[config.mk]
export PLATFORM = sky130hd
export DESIGN_NAME = router_wr_ctrl
export DESIGN_NICKNAME = d
export VERILOG_FILES = /design/src/rtl/router_wr_ctrl.sv
export SDC_FILE = /design/constraint.sdc
export NUM_CORES = 1
export LEC_CHECK = 0
export ABC_CLOCK_PERIOD_IN_PS = 5650
export CORE_MARGIN = 4
export CORE_UTILIZATION = 40
export CTS_CLUSTER_DIAMETER = 80
export DETAILED_ROUTE_END_ITERATION = 12
export PLACE_DENSITY = 0.59
export REMOVE_ABC_BUFFERS = 1
export SYNTH_ARGS = -nofsm -noshare
export SYNTH_HDL_FRONTEND = slang
export SYNTH_SLANG_ARGS = --single-unit
[constraint.sdc]
create_clock -name clk -period 5.65 [get_ports clk]
set_clock_uncertainty 0.15 [all_clocks]
set_input_delay 1.13 -clock clk [delete_from_list [all_inputs] [get_ports clk]]
set_output_delay 1.13 -clock clk [all_outputs]
set_load 0.02 [all_outputs]
[src/rtl/router_wr_ctrl.sv]
// Ingress write controller for the 1x3 router: decodes the header, sequences FIFO writes,
// checks packet parity and runs a per-port read watchdog that flushes stale FIFOs.
module router_wr_ctrl #(
  parameter int TIMEOUT = 30,
  parameter int TIMER_W = 5
) (
  input  logic       clk,
  input  logic       rstn,
  input  logic       pkt_valid,
  input  logic [7:0] data_in,
  output logic       busy,
  input  logic [2:0] fifo_full,
  input  logic [2:0] fifo_empty,
  input  logic [2:0] read_enb,
  output logic [2:0] wr_enb,
  output logic       lfd_state,
  output logic [7:0] fifo_din,
  output logic [2:0] vld_out,
  output logic [2:0] soft_rst,
  output logic       parity_done,
  output logic       err
);

  typedef enum logic [2:0] {
    IDLE, WAIT_EMPTY, LOAD_FIRST, LOAD_DATA, LOAD_PARITY, CHECK, DROP
  } state_t;

  localparam logic [TIMER_W-1:0] TIMER_LAST = TIMER_W'(TIMEOUT - 1);
  localparam logic [TIMER_W-1:0] TIMER_ONE  = TIMER_W'(1);

  state_t             state;
  logic [7:0]         header;
  logic [7:0]         parity_acc;
  logic [1:0]         addr;
  logic [6:0]         remaining;   // bytes still to come after the header (payload + parity)
  logic               mismatch;
  logic [TIMER_W-1:0] timer [3];

  logic [3:0] full_ext, empty_ext, srst_ext;
  logic       sel_full, sel_empty, sel_srst;
  logic       stall, wr_hit, lfd, transfer, in_load;

  // Address 3 maps onto a constant-zero slot so selects never go out of range.
  assign full_ext  = {1'b0, fifo_full};
  assign empty_ext = {1'b0, fifo_empty};
  assign srst_ext  = {1'b0, soft_rst};
  assign sel_full  = full_ext[addr];
  assign sel_empty = empty_ext[addr];
  assign sel_srst  = srst_ext[addr];

  assign vld_out  = ~fifo_empty;
  assign transfer = pkt_valid && !busy;
  assign in_load  = (state == WAIT_EMPTY) || (state == LOAD_FIRST) ||
                    (state == LOAD_DATA)  || (state == LOAD_PARITY);

  // Stall and write strobes; a pending flush on our port blocks the write so it is dropped.
  always_comb begin
    stall  = 1'b1;
    wr_hit = 1'b0;
    lfd    = 1'b0;
    case (state)
      IDLE, DROP: stall = 1'b0;
      LOAD_FIRST: begin
        stall = 1'b1;
        if (!sel_full && !sel_srst) begin
          wr_hit = 1'b1;
          lfd    = 1'b1;
        end else begin
          wr_hit = 1'b0;
        end
      end
      LOAD_DATA, LOAD_PARITY: begin
        stall  = sel_full | sel_srst;
        wr_hit = pkt_valid && !(sel_full | sel_srst);
      end
      default: stall = 1'b1;
    endcase
  end

  assign busy      = rstn & stall;
  assign lfd_state = rstn & lfd;
  assign wr_enb    = (rstn && wr_hit) ? (3'b001 << addr) : 3'b000;
  assign fifo_din  = (state == LOAD_FIRST) ? header : data_in;

  // Packet sequencing, parity accumulation and error reporting.
  always_ff @(posedge clk) begin
    if (!rstn) begin
      state       <= IDLE;
      header      <= 8'd0;
      addr        <= 2'd0;
      remaining   <= 7'd0;
      parity_acc  <= 8'd0;
      mismatch    <= 1'b0;
      err         <= 1'b0;
      parity_done <= 1'b0;
    end else begin
      parity_done <= 1'b0;
      if (in_load && sel_srst) begin
        err   <= 1'b1;
        state <= DROP;
      end else begin
        case (state)
          IDLE: if (transfer) begin
            header     <= data_in;
            addr       <= data_in[1:0];
            remaining  <= {1'b0, data_in[7:2]} + 7'd1;
            parity_acc <= data_in;
            err        <= 1'b0;
            if (data_in[1:0] == 2'd3)          state <= DROP;
            else if (empty_ext[data_in[1:0]]) state <= LOAD_FIRST;
            else                               state <= WAIT_EMPTY;
          end
          WAIT_EMPTY: if (sel_empty) state <= LOAD_FIRST;
          LOAD_FIRST: if (!sel_full) state <= (remaining == 7'd1) ? LOAD_PARITY : LOAD_DATA;
          LOAD_DATA: if (transfer) begin
            remaining  <= remaining - 7'd1;
            parity_acc <= parity_acc ^ data_in;
            if (remaining == 7'd2) state <= LOAD_PARITY;
          end
          LOAD_PARITY: if (transfer) begin
            remaining   <= 7'd0;
            mismatch    <= (data_in != parity_acc);
            parity_done <= 1'b1;
            state       <= CHECK;
          end
          CHECK: begin
            err   <= mismatch;
            state <= IDLE;
          end
          DROP: begin
            if (remaining == 7'd0) begin
              parity_done <= 1'b1;
              state       <= IDLE;
            end else if (transfer) begin
              remaining <= remaining - 7'd1;
              if (remaining == 7'd1) begin
                parity_done <= 1'b1;
                state       <= IDLE;
              end
            end
          end
          default: state <= IDLE;
        endcase
      end
    end
  end

  // Per-port read watchdogs: flush a FIFO whose data has sat unread for TIMEOUT cycles.
  always_ff @(posedge clk) begin
    for (int i = 0; i < 3; i++) begin
      if (!rstn) begin
        timer[i]    <= '0;
        soft_rst[i] <= 1'b0;
      end else if (vld_out[i] && !read_enb[i]) begin
        if (timer[i] == TIMER_LAST) begin
          timer[i]    <= '0;
          soft_rst[i] <= 1'b1;
        end else begin
          timer[i]    <= timer[i] + TIMER_ONE;
          soft_rst[i] <= 1'b0;
        end
      end else begin
        timer[i]    <= '0;
        soft_rst[i] <= 1'b0;
      end
    end
  end

endmodule

==> flow_summary.ini, run 1 <==
[clocking]
clock-sinks = 47
clock_path_buffers = 2
cts_buffers = 5
root_buffer = clkbuf_8
holdBufCountCts = 0
postCtsSetupBuffers = 0
tritoncts = built
cts_resized = 0
clk_latency_ps = 310
cts.htree.levels = 2
clk_pin_slew_ps = 100

[timing]
worst_slew_pin_slew_ps = 1090
setup_viol = 0
finalMaxSlewViolations = 0
grt_setup_unrepaired = no
finalCritPeriodShare_pct = 85.5
slew_headroom_pct = 26.8
period_minus_slack_ps = 4830
finalSetupTns_ps = 0
hold_viol = 0
fmax_ghz = 0.207

[yosys]
yosys.area.top_type = dfxtp_1
ys_ff_latch = 47
ys_top_cells_by_area = dfxtp_1 (19%), edfxtp_1 (14%), nand2_1 (5.9%), ha_1 (4.2%), a21oi_1 (3.8%)
synth_cell_types = 68
yosysTopAreaCellShare_pct = 19.4
seq_area_frac_synth_pct = 33.0
yosys-top-cells-count = nand2_1 (52), dfxtp_1 (32), nor2_1 (31), a21oi_1 (25), nand3_1 (17)
syn_avg_cell_area_sq_um = 8.40
synth_cells = 394
synth_area_sq_um = 3310
yosysWarnings = 0
synth_edf_count = 15
yosysMostFrequentCell = nand2_1
synthFlopType = dfxtp_1
async_reset_ff_share_pct = 0

[power_and_ir_drop]
power_density_nw_per_um2 = 384
power_mw = 1.51
p_comb_share_pct = 49.3
pwr-share-seq_pct = 33.4
pwr-share-clk_pct = 17.3
switching_power_mw = 0.646
p_int_mw = 0.861
p_leak_nw = 1.42
max-vdd-ir-drop_mv = 0.156
swShare_pct = 42.9

[worst_setup_path]
cp_slowest_cell = clkdlybuf4s50_1
worstPathArrival_ps = 3550
crit-reg2reg-launch = state[2]
critPathRequiredTime_ps = 4370
crit_chain = clkdlybuf4s50_1 -> mux2_2 -> a21oi_1 -> o2111ai_1 -> nor3_1 -> clkdlybuf4s50_1
crit_top_cell = clkdlybuf4s50_1
startpoint_type = input port
cp-startpoint = fifo_full[2]
critPathKind = input port to output pin
slowest_delay_ps = 650
crit_path_end_kind = output pin
critical_path.max_fanout = 6

[route]
via_count = 3110
routed_wl_um = 8800
avgRoutedWirePerCell_um = 16.4
firstDrtPassIters = 5
ant_nets = 0
drc_errors = 0
drt-initial-drc-count = 267
viasPerCell = 5.79

[run_status]
status = finished clean

[worst_hold_path]
hp-class = flop to flop
hp-start = header[7]

[grt]
grt-busiest-layer = met2
grt_pass1_wl_um = 14600
use_met2_pct = 28.6
grt_usage_pct = 18.1
grt_max_degree = 23
antenna_found_initial = 0
met1_usage_pct = 25.9
met3_usage_pct = 3.26
grt_pass1_vias = 2817
grt.overflow.total = 0

[placement]
gp_congestion = 0.876
placed_area_sq_um = 3810
detailed_place_hpwl_um = 6500
io_buffers = 40

[die]
die-area_sq_um = 9790
die_y_um = 99.0
core_sq_um = 7890
die_w_um = 99.0
ios = 41
initial_core_util_pct = 42.0
placementRows = 32

[layout]
fillers = 757
fin_util_pct = 49.8
area_growth_pct = 18.7
final_area_sq_um = 3930
antenna_cells = 0
drive_above_1_share_pct = 9.66
fin_nets = 465

[flow_run]
timing.max_cap.violations = 0
-- cells in the final DEF, fill, tap and decap left out, types with 15 or more instances in the layout --
cell type | synthesis | routed
nand3_1 | 17 | 17
nand2_1 | 52 | 52
dfxtp_1 | 32 | 32
a21oi_1 | 25 | 25
clkdlybuf4s50_1 | 0 | 40
nor2_1 | 31 | 31
o21ai_0 | 16 | 16
edfxtp_1 | 15 | 15
conb_1 | 1 | 15
-- kinds of logic after synthesis --
logic type / synth area share, %
multiplexers: 5.97
adder cells (fa/ha/maj): 4.16
AND/OR/NAND/NOR: 21.5
XOR/XNOR: 6.09
other: 0.113
buffers and inverters: 5.10
AO/OA/AOI/OAI: 24.1
flip-flops: 33.0
-- metrics by stage --
stage	hold slack, ps	cells	worst slack [ps]
4_1_cts	312	537	858
3_5_place_dp	297	529	857
5_1_grt	327	537	648
3_3_place_gp	289	529	888
6_report	308	537	820
2_1_floorplan	283	382	1880
-- sequential cells by signal, indices dropped and copies added (netlist names) --
| name | flops |
|---|---|
| err | 1 |
| header | 8 |
| mismatch | 1 |
| parity_acc | 8 |
| parity_done | 1 |
| remaining | 7 |
| soft_rst | 3 |
| state | 3 |
| timer | 15 |
-- cell type report --
type                    count  area, sq um  share of cell area, %
inverters                  14         52.6                   1.34
multi-input cells         321         2100                   53.5
flip-flops and latches     47         1090                   27.8
clock inverters             3         47.5                   1.21
clock buffers               5         68.8                   1.75
repair buffers             45          438                   11.2
well taps                 102          128                   3.25
-- worst paths after layout --
| path | to | slack [ps] | cells past startpoint |
|---|---|---|---|
| hold reg to reg | header[7] | 310 | 2 |
| setup reg to reg | remaining[1] | 2770 | 6 |
| hold / removal | header[7] | 310 | 2 |
| setup / recovery | wr_enb[1] | 820 | 6 |
-- power by group through the flow --
stage / sequential, mW / combinational [mW] / clock (mW)
3_3_place_gp: 0.507 / 0.733 / 0
3_5_place_dp: 0.508 / 0.733 / 0
4_1_cts: 0.501 / 0.737 / 0.266
2_1_floorplan: 0.487 / 0.527 / 0
6_report: 0.504 / 0.743 / 0.261
5_1_grt: 0.514 / 0.816 / 0.281
-- layer usage --
layer | part of all wire (%) | vias to the layer above
met2 | 46 | 113
met3 | 5.1 | 14
met1 | 47 | 1466
li1 | - | 1517
met5 | 0 | -
met4 | 1.2 | 0
-- worst max-delay path, delay by kind of cell --
family / cells / cell delay (ps)
buf+inv: 2 / 1060
compound gates: 2 / 790
mux: 1 / 300
simple gates: 1 / 270
Power figures use the tool's default switching activity.
==> run 2: changes to the inputs <==
- CORE_ASPECT_RATIO: default -> 0.5
- GPL_TIMING_DRIVEN: default -> 0
==> flow_summary.ini, run 2 (same netlist as run 1, synthesis figures left out) <==
[grt]
grt_usage_pct = 19.3
grt.overflow.total = 0
grt_pass1_wl_um = 15200
grt_max_degree = 41
grt_pass1_vias = 3001
antenna_found_initial = 0

[clocking]
clk_pin_slew_ps = 80
cts.htree.levels = 2
root_buffer = clkbuf_16
clock-sinks = 47
holdBufCountCts = 0
cts_resized = 0
cts_buffers = 5
clock_path_buffers = 2
postCtsSetupBuffers = 0
tritoncts = built
clk_latency_ps = 300

[timing]
worst_slew_pin_slew_ps = 1180
finalCritPeriodShare_pct = 85.6
finalSetupTns_ps = 0
hold_viol = 0
period_minus_slack_ps = 4840
finalMaxSlewViolations = 0
fmax_ghz = 0.207
hold-worst-slack_ps = 306
slew_headroom_pct = 20.8
setup_slack_ps = 813
grt_setup_unrepaired = no
setup_viol = 0

[worst_setup_path]
critPathBufInv = 2
cp_slowest_cell = nor3_2
crit_chain = clkinv_1 -> nor3_2 -> o2111ai_1 -> nor3b_1 -> clkdlybuf4s50_1
critPathTopFamily = buffers and inverters
cp-startpoint = state[1]
critPathKind = flop to output pin
timing.rr.end = parity_acc[0]
critPathRequiredTime_ps = 4370
slowest_delay_ps = 810
startpoint_type = flop
rr_worst_depth = 5
crit-reg2reg-launch = state[0]
crit_path_end_kind = output pin
critical_path.max_fanout = 18
r2r_slack_ps = 2310
worstPathArrival_ps = 3560

[placement]
detailed_place_hpwl_um = 6570
gp_congestion = 0.919
place_ws_ps = 400
io_buffers = 40
dp.cells = 534

[layout]
largest_reg_flops = 15
drive_above_1_share_pct = 8.84
final_cell_mix = nand2_1 (52), clkdlybuf4s50_1 (39), dfxtp_1 (32)
fin_nets = 460
layoutNonFillerInstCount = 542
layout_commonest_cell = nand2_1
largest-register = timer
area_growth_pct = 19.0
reg_top3 = timer (15), header (8), parity_acc (8)
antenna_cells = 0

[flow_run]
timing.max_cap.violations = 0

[power_and_ir_drop]
power_density_nw_per_um2 = 398
max-vdd-ir-drop_mv = 0.162
power_mw = 1.57
p_leak_nw = 1.42

[worst_hold_path]
hold_end = header[6]
hp-class = flop to flop
hp-start = header[6]
whs_path_depth = 2

[die]
die_y_um = 72.3
die-area_sq_um = 9880
placementRows = 23
die_w_um = 137
ios = 41
initial_core_util_pct = 41.2
core_sq_um = 8030

[route]
viasPerCell = 5.73
routed_wl_um = 9340
firstDrtPassIters = 5
ant_nets = 0
drt-initial-drc-count = 234
via_count = 3106
drc_errors = 0
avgRoutedWirePerCell_um = 17.2

[run_status]
status = finished clean
==> run 2: cell types whose count changed in the layout (fill, tap and decap cells not counted) <==
cell and delta:
inv_8 +2, clkbuf_8 -5, buf_2 +1, clkbuf_16 +5, clkinv_4 -1, bufinv_16 -1, buf_4 -5, clkdlybuf4s50_1 -1
==> run 2: power breakdown <==
group	switching (mW)	leakage [nW]	internal [mW]
clock network	0.154	0.0782	0.172
registers	0.0983	0.416	0.409
logic	0.425	0.924	0.309
total	0.678	1.42	0.890
==> run 2: tightest hold or removal path: stages, from the launching register on <==
cell	delay, ps
dfxtp_1	310
nand2_1	50
a21oi_1	50
==> run 2: worst max-delay path by stage <==
| stage | endpoint | slack [ps] | depth (start not counted) |
|---|---|---|---|
| 2_1_floorplan | wr_enb[2] | 1880 | 4 |
| 3_3_place_gp | busy | 450 | 4 |
| 3_5_place_dp | wr_enb[2] | 400 | 4 |
| 4_1_cts | busy | 390 | 4 |
| 5_1_grt | wr_enb[2] | 620 | 5 |
| 6_report | wr_enb[2] | 810 | 5 |
==> run 2: cell type report <==
cell class / count / area, sq um
timing repair buffer: 40 / 395
inverter: 14 / 52.6
sequential: 47 / 1090
tap: 112 / 140
clock inverter: 3 / 31.3
fill: 750 / 4090
clock buffer: 5 / 125
multi-input combinational: 321 / 2100
==> run 2: through the flow <==
step | cell area (sq um) | utilization (%)
global placement | 3790 | 47.2
global route | 3940 | 49.0
finish | 3940 | 49.0
floorplan | 3250 | -
CTS | 3940 | 49.1
detailed placement | 3790 | 47.2
==> run 2: routing by layer <==
layer  GRT usage (%)  share of wire, %  wire length (um)  vias up
met1            26.8                49              4590     1514
met2            31.4                45              4210       74
met3            3.67               4.7               438        9
met4            4.02               1.0                97        0
li1                -                 -                 -     1509
met5               0                 0                 0        -
==> run 3: changes to the inputs <==
- ABC_AREA: default -> 1
- ABC_CLOCK_PERIOD_IN_PS: 5650 -> default
- PLACE_DENSITY: 0.59 -> 0.6
==> flow_summary.ini, run 3 <==
[timing]
period_minus_slack_ps = 5200
slew_headroom_pct = 47.9
finalCritPeriodShare_pct = 92.1
grt_setup_unrepaired = no
finalMaxSlewViolations = 0
setup_slack_ps = 447
finalSetupTns_ps = 0
hold-worst-slack_ps = 299
worst_slew_pin_slew_ps = 781
hold_viol = 0
fmax_ghz = 0.192
setup_viol = 0

[yosys]
ys_ff_latch = 47
synth_edf_count = 15
synthFlopType = dfxtp_1
yosysWarnings = 0
yosys-top-cells-count = nand2_1 (77), nor2_1 (45), nand3_1 (41), inv_1 (39)
synth_area_sq_um = 2890
synth_cells = 403
synth_cell_types = 37
yosysTopAreaCellShare_pct = 22.2
seq_area_frac_synth_pct = 37.7
async_reset_ff_share_pct = 0
yosysMostFrequentCell = nand2_1
ys_top_cells_by_area = dfxtp_1 (22%), edfxtp_1 (16%), nand2_1 (10%), nand3_1 (7.1%), nor2_1 (5.8%)
yosys.area.top_type = dfxtp_1
syn_avg_cell_area_sq_um = 7.17

[layout]
multiInputGateArea_sq_um = 1630
drive_above_1_share_pct = 6.59
final_cell_mix = nand2_1 (77), nor2_1 (45), nand3_1 (41)
layout_commonest_cell = nand2_1
final_area_sq_um = 3580
largest_reg_flops = 15
antenna_cells = 0
fillers = 653
seq_area_sq_um = 1090
area_growth_pct = 24.0
reg_top3 = timer (15), header (8), parity_acc (8)
fin_nets = 485
largest-register = timer

[die]
placementRows = 21
die-area_sq_um = 8740
core_sq_um = 6860
die_y_um = 68.1
initial_core_util_pct = 42.2
die_w_um = 128
ios = 41

[clocking]
clock-sinks = 47
postCtsSetupBuffers = 0
cts_resized = 0
cts_buffers = 5
clock_path_buffers = 2
cts.htree.levels = 2
root_buffer = clkbuf_16
clk_latency_ps = 290
clk_pin_slew_ps = 60
holdBufCountCts = 0
tritoncts = built

[power_and_ir_drop]
pwr-share-clk_pct = 24.8
p_leak_nw = 1.53
power_density_nw_per_um2 = 395
switching_power_mw = 0.575
max-vdd-ir-drop_mv = 0.127
p_comb_share_pct = 42.9
p_int_mw = 0.840
swShare_pct = 40.7
pwr-share-seq_pct = 32.3

[worst_setup_path]
critical_path.max_fanout = 23
worstPathArrival_ps = 3920
r2r_slack_ps = 3120
crit_path_end_kind = output pin
startpoint_type = input port
critPathKind = input port to output pin
critPathRequiredTime_ps = 4370

[grt]
grt_pass1_vias = 2706
grt.overflow.total = 0
grt_max_degree = 24
grt_pass1_wl_um = 12300
grt_usage_pct = 17.8
antenna_found_initial = 0

[placement]
io_buffers = 40
place_ws_ps = 378
detailed_place_hpwl_um = 5450
gp_congestion = 0.826
placed_area_sq_um = 3410

[run_status]
status = finished clean

[route]
viasPerCell = 5.13
via_count = 2806
drt-initial-drc-count = 178
routed_wl_um = 7400
ant_nets = 0
firstDrtPassIters = 5
avgRoutedWirePerCell_um = 13.5
drc_errors = 0

[flow_run]
timing.max_cap.violations = 0

[worst_hold_path]
hp-class = flop to flop
## run 3: power groups by stage
stage | combinational [mW] | sequential (mW) | clock, mW
after floorplan | 0.429 | 0.452 | 0
after detailed placement | 0.596 | 0.464 | 0
after global routing | 0.675 | 0.466 | 0.372
after CTS | 0.601 | 0.457 | 0.358
final | 0.607 | 0.457 | 0.351
after global placement | 0.587 | 0.461 | 0
## run 3: logic make-up after synthesis
logic type,after synthesis,synth area share (%)
adder cells (fa/ha/maj),11,4.76
AO/OA/AOI/OAI,72,13.4
other,1,0.130
buffers and inverters,57,7.79
XOR/XNOR,16,4.85
AND/OR/NAND/NOR,199,31.4
flip-flops,47,37.7
## run 3: through the flow
stage	utilization [%]	cells	power [mW]
floorplan	-	407	0.881
global placement	49.7	539	1.05
detailed placement	49.7	539	1.06
CTS	52.3	547	1.42
global route	52.3	547	1.51
finish	52.3	547	1.41
## run 3: final cells by class
type                    count  area share [%]
clock buffers               6            3.87
multi-input cells         313            45.4
flip-flops and latches     47            30.4
well taps                  92            3.21
repair buffers             40            11.2
inverters                  47            4.92
clock inverters             2           0.977
## run 3: worst max-delay path, cell delays in order
cell	delay (ps)
clkdlybuf4s50_1	840
inv_1	530
nor4_1	480
nor2_1	150
nor3_1	170
clkdlybuf4s50_1	630
## run 3: routing by layer
metal	wire length (um)	global-route usage [%]
met1	3390	21.9
met2	3470	30.6
met3	465	4.68
met4	70	6.22
met5	0	0
## run 3: path summary, 6_finish.rpt
path,start,end,cells after the start
worst min register to register,header[6],header[6],2
worst max-delay path,rstn,wr_enb[2],6
worst max register to register,state[0],parity_acc[0],9
worst min-delay path,header[6],header[6],2
